<file path="src/rtl/recorder_pkg.sv">
// Shared types and helpers for the BRAM sample recorder.
package recorder_pkg;

    typedef enum logic [1:0] {
        ST_IDLE,
        ST_CAPTURE,
        ST_DRAIN,
        ST_DONE
    } rec_state_t;

    localparam logic [31:0] BRAM_ADDR_INCREMENT = 32'd4;
    localparam logic [3:0]  BRAM_WE_ALL         = 4'hF;

    function automatic logic [31:0] sign_extend(input logic [15:0] s);
        return {{16{s[15]}}, s};
    endfunction

endpackage

</file>
<file path="src/rtl/sample_fifo.sv">
// Small synchronous sample FIFO; read data is the head entry, consumed on pop.
module sample_fifo #(
    parameter int WIDTH = 16,
    parameter int DEPTH = 8
) (
    input  logic             clk,
    input  logic             rst,
    input  logic             push,
    input  logic [WIDTH-1:0] push_data,
    input  logic             pop,
    output logic [WIDTH-1:0] pop_data,
    output logic             full,
    output logic             empty
);
    localparam int PTR_W = $clog2(DEPTH);
    localparam int CNT_W = PTR_W + 1;

    logic [WIDTH-1:0] mem_q [DEPTH];
    logic [PTR_W-1:0] wr_ptr_q, wr_ptr_d;
    logic [PTR_W-1:0] rd_ptr_q, rd_ptr_d;
    logic [CNT_W-1:0] count_q, count_d;
    logic             do_push, do_pop;

    assign full     = count_q == CNT_W'(DEPTH);
    assign empty    = count_q == '0;
    assign do_push  = push && !full;
    assign do_pop   = pop && !empty;
    assign pop_data = mem_q[rd_ptr_q];

    always_comb begin
        wr_ptr_d = wr_ptr_q + PTR_W'(do_push);
        rd_ptr_d = rd_ptr_q + PTR_W'(do_pop);
        count_d  = count_q + CNT_W'(do_push) - CNT_W'(do_pop);
    end

    always_ff @(posedge clk or posedge rst) begin
        if (rst) begin
            wr_ptr_q <= '0;
            rd_ptr_q <= '0;
            count_q  <= '0;
        end else begin
            wr_ptr_q <= wr_ptr_d;
            rd_ptr_q <= rd_ptr_d;
            count_q  <= count_d;
        end
    end

    // Storage needs no reset; occupancy is tracked by the pointers.
    always_ff @(posedge clk) begin
        if (do_push) mem_q[wr_ptr_q] <= push_data;
    end

endmodule

</file>
<file path="src/rtl/bram_sample_recorder.sv">
// Records a fixed-length clip of 16-bit samples into BRAM as sign-extended
// 32-bit words, buffering through a small FIFO while the PS holds the BRAM.
module bram_sample_recorder
    import recorder_pkg::*;
#(
    parameter int          NUM_WORDS  = 256,
    parameter int          CLIP_LEN   = NUM_WORDS,
    parameter logic [31:0] BASE_ADDR  = 32'h0,
    parameter int          FIFO_DEPTH = 8
) (
    input  logic        clk,
    input  logic        rst,
    output logic [31:0] BRAM_addr,
    output logic        BRAM_clk,
    output logic [31:0] BRAM_din,
    input  logic [31:0] BRAM_dout,
    output logic        BRAM_en,
    output logic        BRAM_rst,
    output logic [3:0]  BRAM_we,
    input  logic        arm,
    input  logic        bram_hold,
    input  logic        sample_valid,
    input  logic [15:0] sample_in,
    output logic        sample_ready,
    output logic        busy,
    output logic        done,
    output logic        overflow,
    output logic [15:0] words_written
);
    localparam int CLIP_WORDS = (CLIP_LEN > NUM_WORDS) ? NUM_WORDS : CLIP_LEN;
    localparam logic [15:0] CLIP_LAST = 16'(CLIP_WORDS - 1);

    rec_state_t  state_q, state_d;
    logic [15:0] accepted_q, accepted_d;
    logic [15:0] words_q, words_d;
    logic        done_q, done_d;
    logic        busy_q, busy_d;
    logic        overflow_q, overflow_d;
    logic        en_q, en_d;
    logic [3:0]  we_q, we_d;
    logic [31:0] addr_q, addr_d;
    logic [31:0] din_q, din_d;
    logic        brst_q;

    logic        fifo_full, fifo_empty, fifo_push, fifo_pop;
    logic [15:0] fifo_data;
    logic        capturing, writing;
    logic        unused_dout;

    assign unused_dout  = ^BRAM_dout;
    assign capturing    = state_q == ST_CAPTURE;
    assign writing      = capturing || (state_q == ST_DRAIN);
    assign sample_ready = capturing && !fifo_full;
    assign fifo_push    = sample_valid && sample_ready;
    assign fifo_pop     = writing && !fifo_empty && !bram_hold;

    sample_fifo #(
        .WIDTH (16),
        .DEPTH (FIFO_DEPTH)
    ) u_fifo (
        .clk       (clk),
        .rst       (rst),
        .push      (fifo_push),
        .push_data (sample_in),
        .pop       (fifo_pop),
        .pop_data  (fifo_data),
        .full      (fifo_full),
        .empty     (fifo_empty)
    );

    always_comb begin
        state_d    = state_q;
        accepted_d = accepted_q;
        words_d    = words_q;
        done_d     = done_q;
        overflow_d = overflow_q;
        en_d       = 1'b0;
        we_d       = '0;
        addr_d     = addr_q;
        din_d      = din_q;

        if (fifo_push) accepted_d = accepted_q + 16'd1;
        if (capturing && sample_valid && !sample_ready) overflow_d = 1'b1;

        if (fifo_pop) begin
            en_d    = 1'b1;
            we_d    = BRAM_WE_ALL;
            addr_d  = BASE_ADDR + 32'(words_q) * BRAM_ADDR_INCREMENT;
            din_d   = sign_extend(fifo_data);
            words_d = words_q + 16'd1;
        end

        unique case (state_q)
            ST_IDLE, ST_DONE: begin
                if (arm) begin
                    state_d    = ST_CAPTURE;
                    accepted_d = '0;
                    words_d    = '0;
                    done_d     = 1'b0;
                    overflow_d = 1'b0;
                end
            end
            ST_CAPTURE: begin
                if (fifo_push && accepted_q == CLIP_LAST) state_d = ST_DRAIN;
            end
            ST_DRAIN: begin
                if (fifo_pop && words_q == CLIP_LAST) begin
                    state_d = ST_DONE;
                    done_d  = 1'b1;
                end
            end
            default: state_d = ST_IDLE;
        endcase

        busy_d = (state_d == ST_CAPTURE) || (state_d == ST_DRAIN);
    end

    always_ff @(posedge clk or posedge rst) begin
        if (rst) begin
            state_q    <= ST_IDLE;
            accepted_q <= '0;
            words_q    <= '0;
            done_q     <= 1'b0;
            busy_q     <= 1'b0;
            overflow_q <= 1'b0;
            en_q       <= 1'b0;
            we_q       <= '0;
            addr_q     <= BASE_ADDR;
            din_q      <= '0;
            brst_q     <= 1'b1;
        end else begin
            state_q    <= state_d;
            accepted_q <= accepted_d;
            words_q    <= words_d;
            done_q     <= done_d;
            busy_q     <= busy_d;
            overflow_q <= overflow_d;
            en_q       <= en_d;
            we_q       <= we_d;
            addr_q     <= addr_d;
            din_q      <= din_d;
            brst_q     <= 1'b0;
        end
    end

    assign BRAM_clk      = clk;
    assign BRAM_addr     = addr_q;
    assign BRAM_din      = din_q;
    assign BRAM_en       = en_q;
    assign BRAM_we       = we_q;
    assign BRAM_rst      = brst_q;
    assign busy          = busy_q;
    assign done          = done_q;
    assign overflow      = overflow_q;
    assign words_written = words_q;

endmodule

</file>
<file path="config.mk">
export PLATFORM = sky130hd
export DESIGN_NAME = bram_sample_recorder
export DESIGN_NICKNAME = d
export VERILOG_FILES = /design/src/rtl/recorder_pkg.sv /design/src/rtl/sample_fifo.sv /design/src/rtl/bram_sample_recorder.sv
export SDC_FILE = /design/constraint.sdc
export NUM_CORES = 1
export LEC_CHECK = 0
export CAP_MARGIN = 20
export CORE_AREA = 2 2 154 171
export CTS_BUF_LIST = sky130_fd_sc_hd__clkbuf_4 sky130_fd_sc_hd__clkbuf_8 sky130_fd_sc_hd__clkbuf_16
export DETAILED_ROUTE_END_ITERATION = 8
export DIE_AREA = 0 0 156 173
export RECOVER_POWER = 50
export REMOVE_ABC_BUFFERS = 1
export SLEW_MARGIN = 0
export SYNTH_ARGS = -nofsm -noshare
export SYNTH_HDL_FRONTEND = slang
export SYNTH_SLANG_ARGS = --single-unit
</file>
<file path="constraint.sdc">
create_clock -name clk -period 6.05 [get_ports clk]
set_input_delay 1.21 -clock clk [delete_from_list [all_inputs] [get_ports clk]]
set_output_delay 1.21 -clock clk [all_outputs]
set_load 0.05 [all_outputs]
</file>
==> results.md, run 1 <==
* Status: complete, but fails checks
* Failing checks: max-capacitance violations, max-slew violations
* Sequential share of power at 36.3%
* Gpl congestion at 0.735
* CTS Hold Bufs at 0
* Die ar. at 27,000 um^2
* Count of cell types in the netlist at 47
* Routed Antenna Nets at 0
* Final Non-Filler Cells at 1,016
* Slew headroom at -67.8%
* Adder-cell share of the synthesized area at 1.95%
* Synthesized area at 8710 um^2
* Crit. End Element: output port
* First-pass GRT wire length at 28,000 um
* CP Max Fanout at 2
* Drt first-iter violations at 243
* Final WL at 17,700 um
* Synth Area in Compound Gates at 2.46%
* Hold crit path type: register to register
* Static Leak at 4.06 nW
* IO Pins at 144
* Fillers at 2,233
* Via Count at 4,904
* Core box area at 25,100 um^2
* Vias per inst at 4.83
* FF+latch count, synth at 209
* Max IR drop VDD at 0.356 mV
* Ys Warns at 0
* Max-cap violations at 2
* CP Launch Type: clock port
* Total GRT Usage at 13.3%
* # setup viols final at 0
* Yosys top cell area share at 44.1%
* Proportion of layout cells with a drive suffix above 1 at 14.3%
* Post-CTS sizing at 0
* Post-synth ARST share at 38.8%
* Clock power frac at 31.2%
* TritonCTS clock tree: yes
* HPWL Detailed at 10,800 um
* Pint at 3.20 mW
* GRT overflow at 0
* Post-DP Area at 9880 um^2
* Combinational cell fraction of total power at 32.5%
* Clk Latency, worst-skew pair at 0.63 ns
* Port-buffer cells at 95
* Area leader, netlist: edfxtp_1
* Setup CP Type: clock port to output port
* Sw frac at 35.7%
* XOR/XNOR Fraction of Synth Area at 3.32%
* Top cells by area, synth: edfxtp_1 44%, dfrtp_1 23%, mux4_2 8.3%
* RSZ-0062 raised after global routing: false
* Setup fix buffers added after clock tree synthesis at 0
* Register area at 5870 um^2
* Fin. Hold Viols at 0
* Area Overhead vs Synth at 23.0%
* Mapped Avg Cell Area at 14.7 um^2
* Synth Area in Simple Gates at 9.83%
* DR pass1 iterations at 5
* Placed cells at 967
* Number of global-route vias before repair at 5,068
* Die H at 173 um
* Commonest non-fill, non-tap cell in the layout: edfxtp_1
* Register area share after synthesis at 67.4%
* Prevailing post-synth register cell: edfxtp_1
* Initial Utilization at 34.7%
* # DRC at 0
* P_sw at 1.77 mW
* Proportion of synthesized area in mux cells at 10.1%
* Pwr Density at 464 nW/um^2
* Max Slew Vio Count at 101
* Fin Setup TNS at 0 ns
* Chip width at 156 um
* Largest net degree at the start of global routing at 57
* Standard-cell rows at 61
* Worst-Margin Slew at 2.52 ns
* EDFF count, synth at 128
* Area of the multi-input gates at 2520 um^2
* Routed length per instance at 17.4 um
* CP required at 4.84 ns
* Largest family of logic cells by synthesized area: multiplexers
* Worst path arrival time at 3.96 ns
* Final instance area at 10,700 um^2
* Most frequent cells in the layout: 128 x edfxtp_1, 78 x dfrtp_1, 77 x nand2_1
* Worst clock skew at 0.0192 ns
* Syn Inst Count at 592
* Nets@finish at 747
* Initial antenna violation count at 3
* Worst-path clk slew at 0.06 ns
* Hold slack at 0.473 ns
state kept, by name, indices dropped and copies added, names as in the netlist:
register,count
busy,1
BRAM_we,1
state_q,2
u_fifo.wr_ptr_q,3
BRAM_rst,1
BRAM_din,16
BRAM_addr,16
overflow,1
done,1
accepted_q,16
words_written,16
u_fifo.mem_q,128
u_fifo.count_q,4
u_fifo.rd_ptr_q,3
critical path, stage by stage:
cell             delay (ns)
clkbuf_16              0.12
clkbuf_16              0.13
clkdlybuf4s50_1        0.69
metrics by stage:
step	power [mW]	setup WS (ns)	util [%]
6_report	4.97	0.879	42.7
5_1_grt	5.20	0.869	42.6
4_1_cts	5.05	0.873	42.7
3_5_place_dp	3.52	1.14	39.3
3_3_place_gp	3.48	1.14	39.3
2_1_floorplan	2.93	-0.523	-
cells by family (layout without fill, tap and decap cells):
| group | count (synthesis) | after routing |
|---|---|---|
| compound gates | 36 | 36 |
| xor+xnor | 33 | 33 |
| fa+ha+maj | 13 | 13 |
| buf+inv | 74 | 164 |
| flops | 209 | 209 |
| mux | 48 | 48 |
| other cells | 1 | 20 |
| simple gates | 178 | 178 |
synth_stat cells (15+ instances only):
| library cell | count |
|---|---|
| xnor2_1 | 19 |
| dfrtp_1 | 80 |
| clkbuf_1 | 15 |
| buf_4 | 37 |
| mux2i_1 | 16 |
| o21ai_0 | 23 |
| edfxtp_1 | 128 |
| inv_1 | 15 |
| nand2_1 | 78 |
| nor2_1 | 40 |
| mux4_2 | 32 |
final cells by class:
class	instances	area share, %
Sequential cell	209	54.8
Multi-Input combinational cell	325	23.5
Timing Repair Buffer	102	9.24
Clock buffer	32	6.80
Tap cell	315	3.68
Clock inverter	14	1.30
Inverter	16	0.572
Antenna cell	3	0.0701
power by group through the flow:
stage | registers (mW) | clock network, mW | logic (mW)
final | 1.81 | 1.55 | 1.61
after global routing | 1.83 | 1.65 | 1.71
after CTS | 1.81 | 1.59 | 1.65
after detailed placement | 1.83 | 0.0381 | 1.65
after global placement | 1.83 | 0.0381 | 1.62
after floorplan | 2.41 | 0 | 0.516
layer usage:
layer,track usage (%),vias to the layer above,wire [um]
met3,2.96,27,953
met4,3.44,0,310
met1,17.1,2473,7560
met5,0,-,0
li1,-,2269,-
met2,22.6,135,8870
final timing paths:
kind / cells past startpoint / to / from / slack, ns
setup / recovery: 3 / BRAM_clk / clk / 0.88
min in group asynchronous: 2 / BRAM_din[2] / rst / 1.11
hold reg to reg: 2 / BRAM_addr[12] / BRAM_addr[12] / 0.47
setup reg to reg: 8 / busy / u_fifo.count_q[2] / 2.05
hold / removal: 2 / BRAM_addr[12] / BRAM_addr[12] / 0.47
max in group asynchronous: 4 / BRAM_rst / rst / 2.19
(Power assumes the default switching activity.)
==> run 2, diff against run 1 <==
CTS_BUF_LIST = sky130_fd_sc_hd__clkbuf_16   (was sky130_fd_sc_hd__clkbuf_4 sky130_fd_sc_hd__clkbuf_8 sky130_fd_sc_hd__clkbuf_16)
==> results.md, run 2 (synthesis results as in run 1) <==
* Place WS at 1.14 ns (unchanged)
* Max Slew Vio Count at 101 (unchanged)
* Die H at 173 um (unchanged)
* Die ar. at 27,000 um^2 (unchanged)
* Fin. Hold Viols at 0 (unchanged)
* Gpl congestion at 0.735 (unchanged)
* Largest Register: u_fifo.mem_q (unchanged)
* Worst flop-to-flop path endpoint: busy (unchanged)
* Number of global-route vias before repair at 5,058 (was 5,068)
* CTS Hold Bufs at 0 (unchanged)
* Routed length per instance at 17.4 um (about the same)
* Static Leak at 4.05 nW (was 4.06 nW)
* Nets@finish at 747 (unchanged)
* Worst hold start: BRAM_addr[12] (unchanged)
* Chip width at 156 um (unchanged)
* HPWL Detailed at 10,800 um (unchanged)
* Failing checks: max-capacitance violations, max-slew violations (unchanged)
* Standard-cell rows at 61 (unchanged)
* Initial Utilization at 34.7% (unchanged)
* Hold slack at 0.472 ns (was 0.473 ns)
* Max IR drop VDD at 0.355 mV (was 0.356 mV)
* Crit. End Element: output port (unchanged)
* Port-buffer cells at 95 (unchanged)
* Most frequent cells in the layout: 128 x edfxtp_1, 78 x dfrtp_1, 77 x nand2_1 (unchanged)
* DR pass1 iterations at 4 (was 5)
* Hold crit path type: register to register (unchanged)
* Worst clock skew at 0.0191 ns (was 0.0192 ns)
* Status: complete, but fails checks (unchanged)
* CP Launch Type: clock port (unchanged)
* Total GRT Usage at 13.2% (was 13.3%)
* RSZ-0062 raised after global routing: false (unchanged)
* Worst path arrival time at 3.96 ns (about the same)
* Commonest non-fill, non-tap cell in the layout: edfxtp_1 (unchanged)
* Hold Crit Endpoint: BRAM_addr[12] (unchanged)
* Worst r2r src: u_fifo.count_q[2] (unchanged)
* Setup fix buffers added after clock tree synthesis at 0 (unchanged)
* # setup viols final at 0 (unchanged)
* Drt first-iter violations at 264 (was 243)
* Worst-path clk slew at 0.06 ns (about the same)
* Setup WS post-layout at 0.879 ns (about the same)
* Worst-Margin Slew at 2.50 ns (was 2.52 ns)
* Worst r2r path cells at 8 (unchanged)
* CP required at 4.84 ns (about the same)
* Max-cap violations at 2 (unchanged)
* Routed Antenna Nets at 0 (unchanged)
* Pwr Density at 462 nW/um^2 (was 464 nW/um^2)
* First-pass GRT wire length at 28,000 um (about the same)
* IO Pins at 144 (unchanged)
* Fin Setup TNS at 0 ns (unchanged)
* Proportion of layout cells with a drive suffix above 1 at 13.8% (was 14.3%)
* R2r setup slk at 2.07 ns (was 2.05 ns)
* Largest net degree at the start of global routing at 57 (unchanged)
* Slew headroom at -66.4% (was -67.8%)
* TritonCTS clock tree: yes (unchanged)
* Area Overhead vs Synth at 22.7% (was 23.0%)
* CP Max Fanout at 2 (unchanged)
* Setup CP Type: clock port to output port (unchanged)
* Hold Path Depth at 2 (unchanged)
* Clk Latency, worst-skew pair at 0.63 ns (about the same)
* Via Count at 4,911 (was 4,904)
* # DRC at 0 (unchanged)
* Vias per inst at 4.83 (about the same)
* Final WL at 17,700 um (about the same)
* Core box area at 25,100 um^2 (unchanged)
* GRT overflow at 0 (unchanged)
* Max reg flops at 128 (unchanged)
* Initial antenna violation count at 3 (unchanged)
* Post-CTS sizing at 0 (unchanged)
run 2: changes by cell type in the layout (fill, tap and decap cells not counted), sizes merged:
cell and delta:
clkbuf -4, clkinv +2, inv +2
run 2: critical path, cell delays in order:
cell	delay, ns
clkbuf_16	0.12
clkbuf_16	0.13
clkdlybuf4s50_1	0.69
run 2: where the power goes:
part	internal, mW	leakage (nW)	switching [mW]
clock	0.906	0.420	0.607
combinational	0.610	1.43	1.00
sequential	1.65	2.20	0.160
run 2: per-stage QoR:
| step | power, mW | cell area [um^2] | std cells | util (%) |
|---|---|---|---|---|
| after floorplan | 2.93 | 8410 | 550 | - |
| after global placement | 3.48 | 9860 | 966 | 39.3 |
| after detailed placement | 3.52 | 9880 | 967 | 39.3 |
| after CTS | 5.01 | 10700 | 1012 | 42.6 |
| after global routing | 5.16 | 10700 | 1014 | 42.5 |
| final | 4.93 | 10700 | 1016 | 42.5 |
run 2: worst max path at each step:
stage | start | endpoint | slack [ns] | depth (start not counted)
finish | clk | BRAM_clk | 0.88 | 3
global route | clk | BRAM_clk | 0.87 | 3
CTS | clk | BRAM_clk | 0.87 | 3
detailed placement | clk | BRAM_clk | 1.14 | 1
global placement | clk | BRAM_clk | 1.14 | 1
floorplan | BRAM_din[15] | BRAM_din[15] | -0.52 | 0
run 2: final cells by class:
type                            count  area [um^2]
Timing Repair Buffer              102          990
Fill cell                        2240        14400
Multi-Input combinational cell    325         2520
Inverter                           16         61.3
Antenna cell                        3         7.51
Clock buffer                       28          686
Tap cell                          315          394
Sequential cell                   209         5870
Clock inverter                     18          154
run 2: layer usage:
layer	GRT usage [%]	wire [um]
met5	0	0
met4	3.44	301
met3	2.96	919
met2	22.5	8810
met1	17.1	7650
==> run 3, diff against run 2 <==
SKIP_LAST_GASP = 1   (was unset)
==> results of run 3 <==
Same layout as run 2: the final DEF is identical, and so are final timing and power.
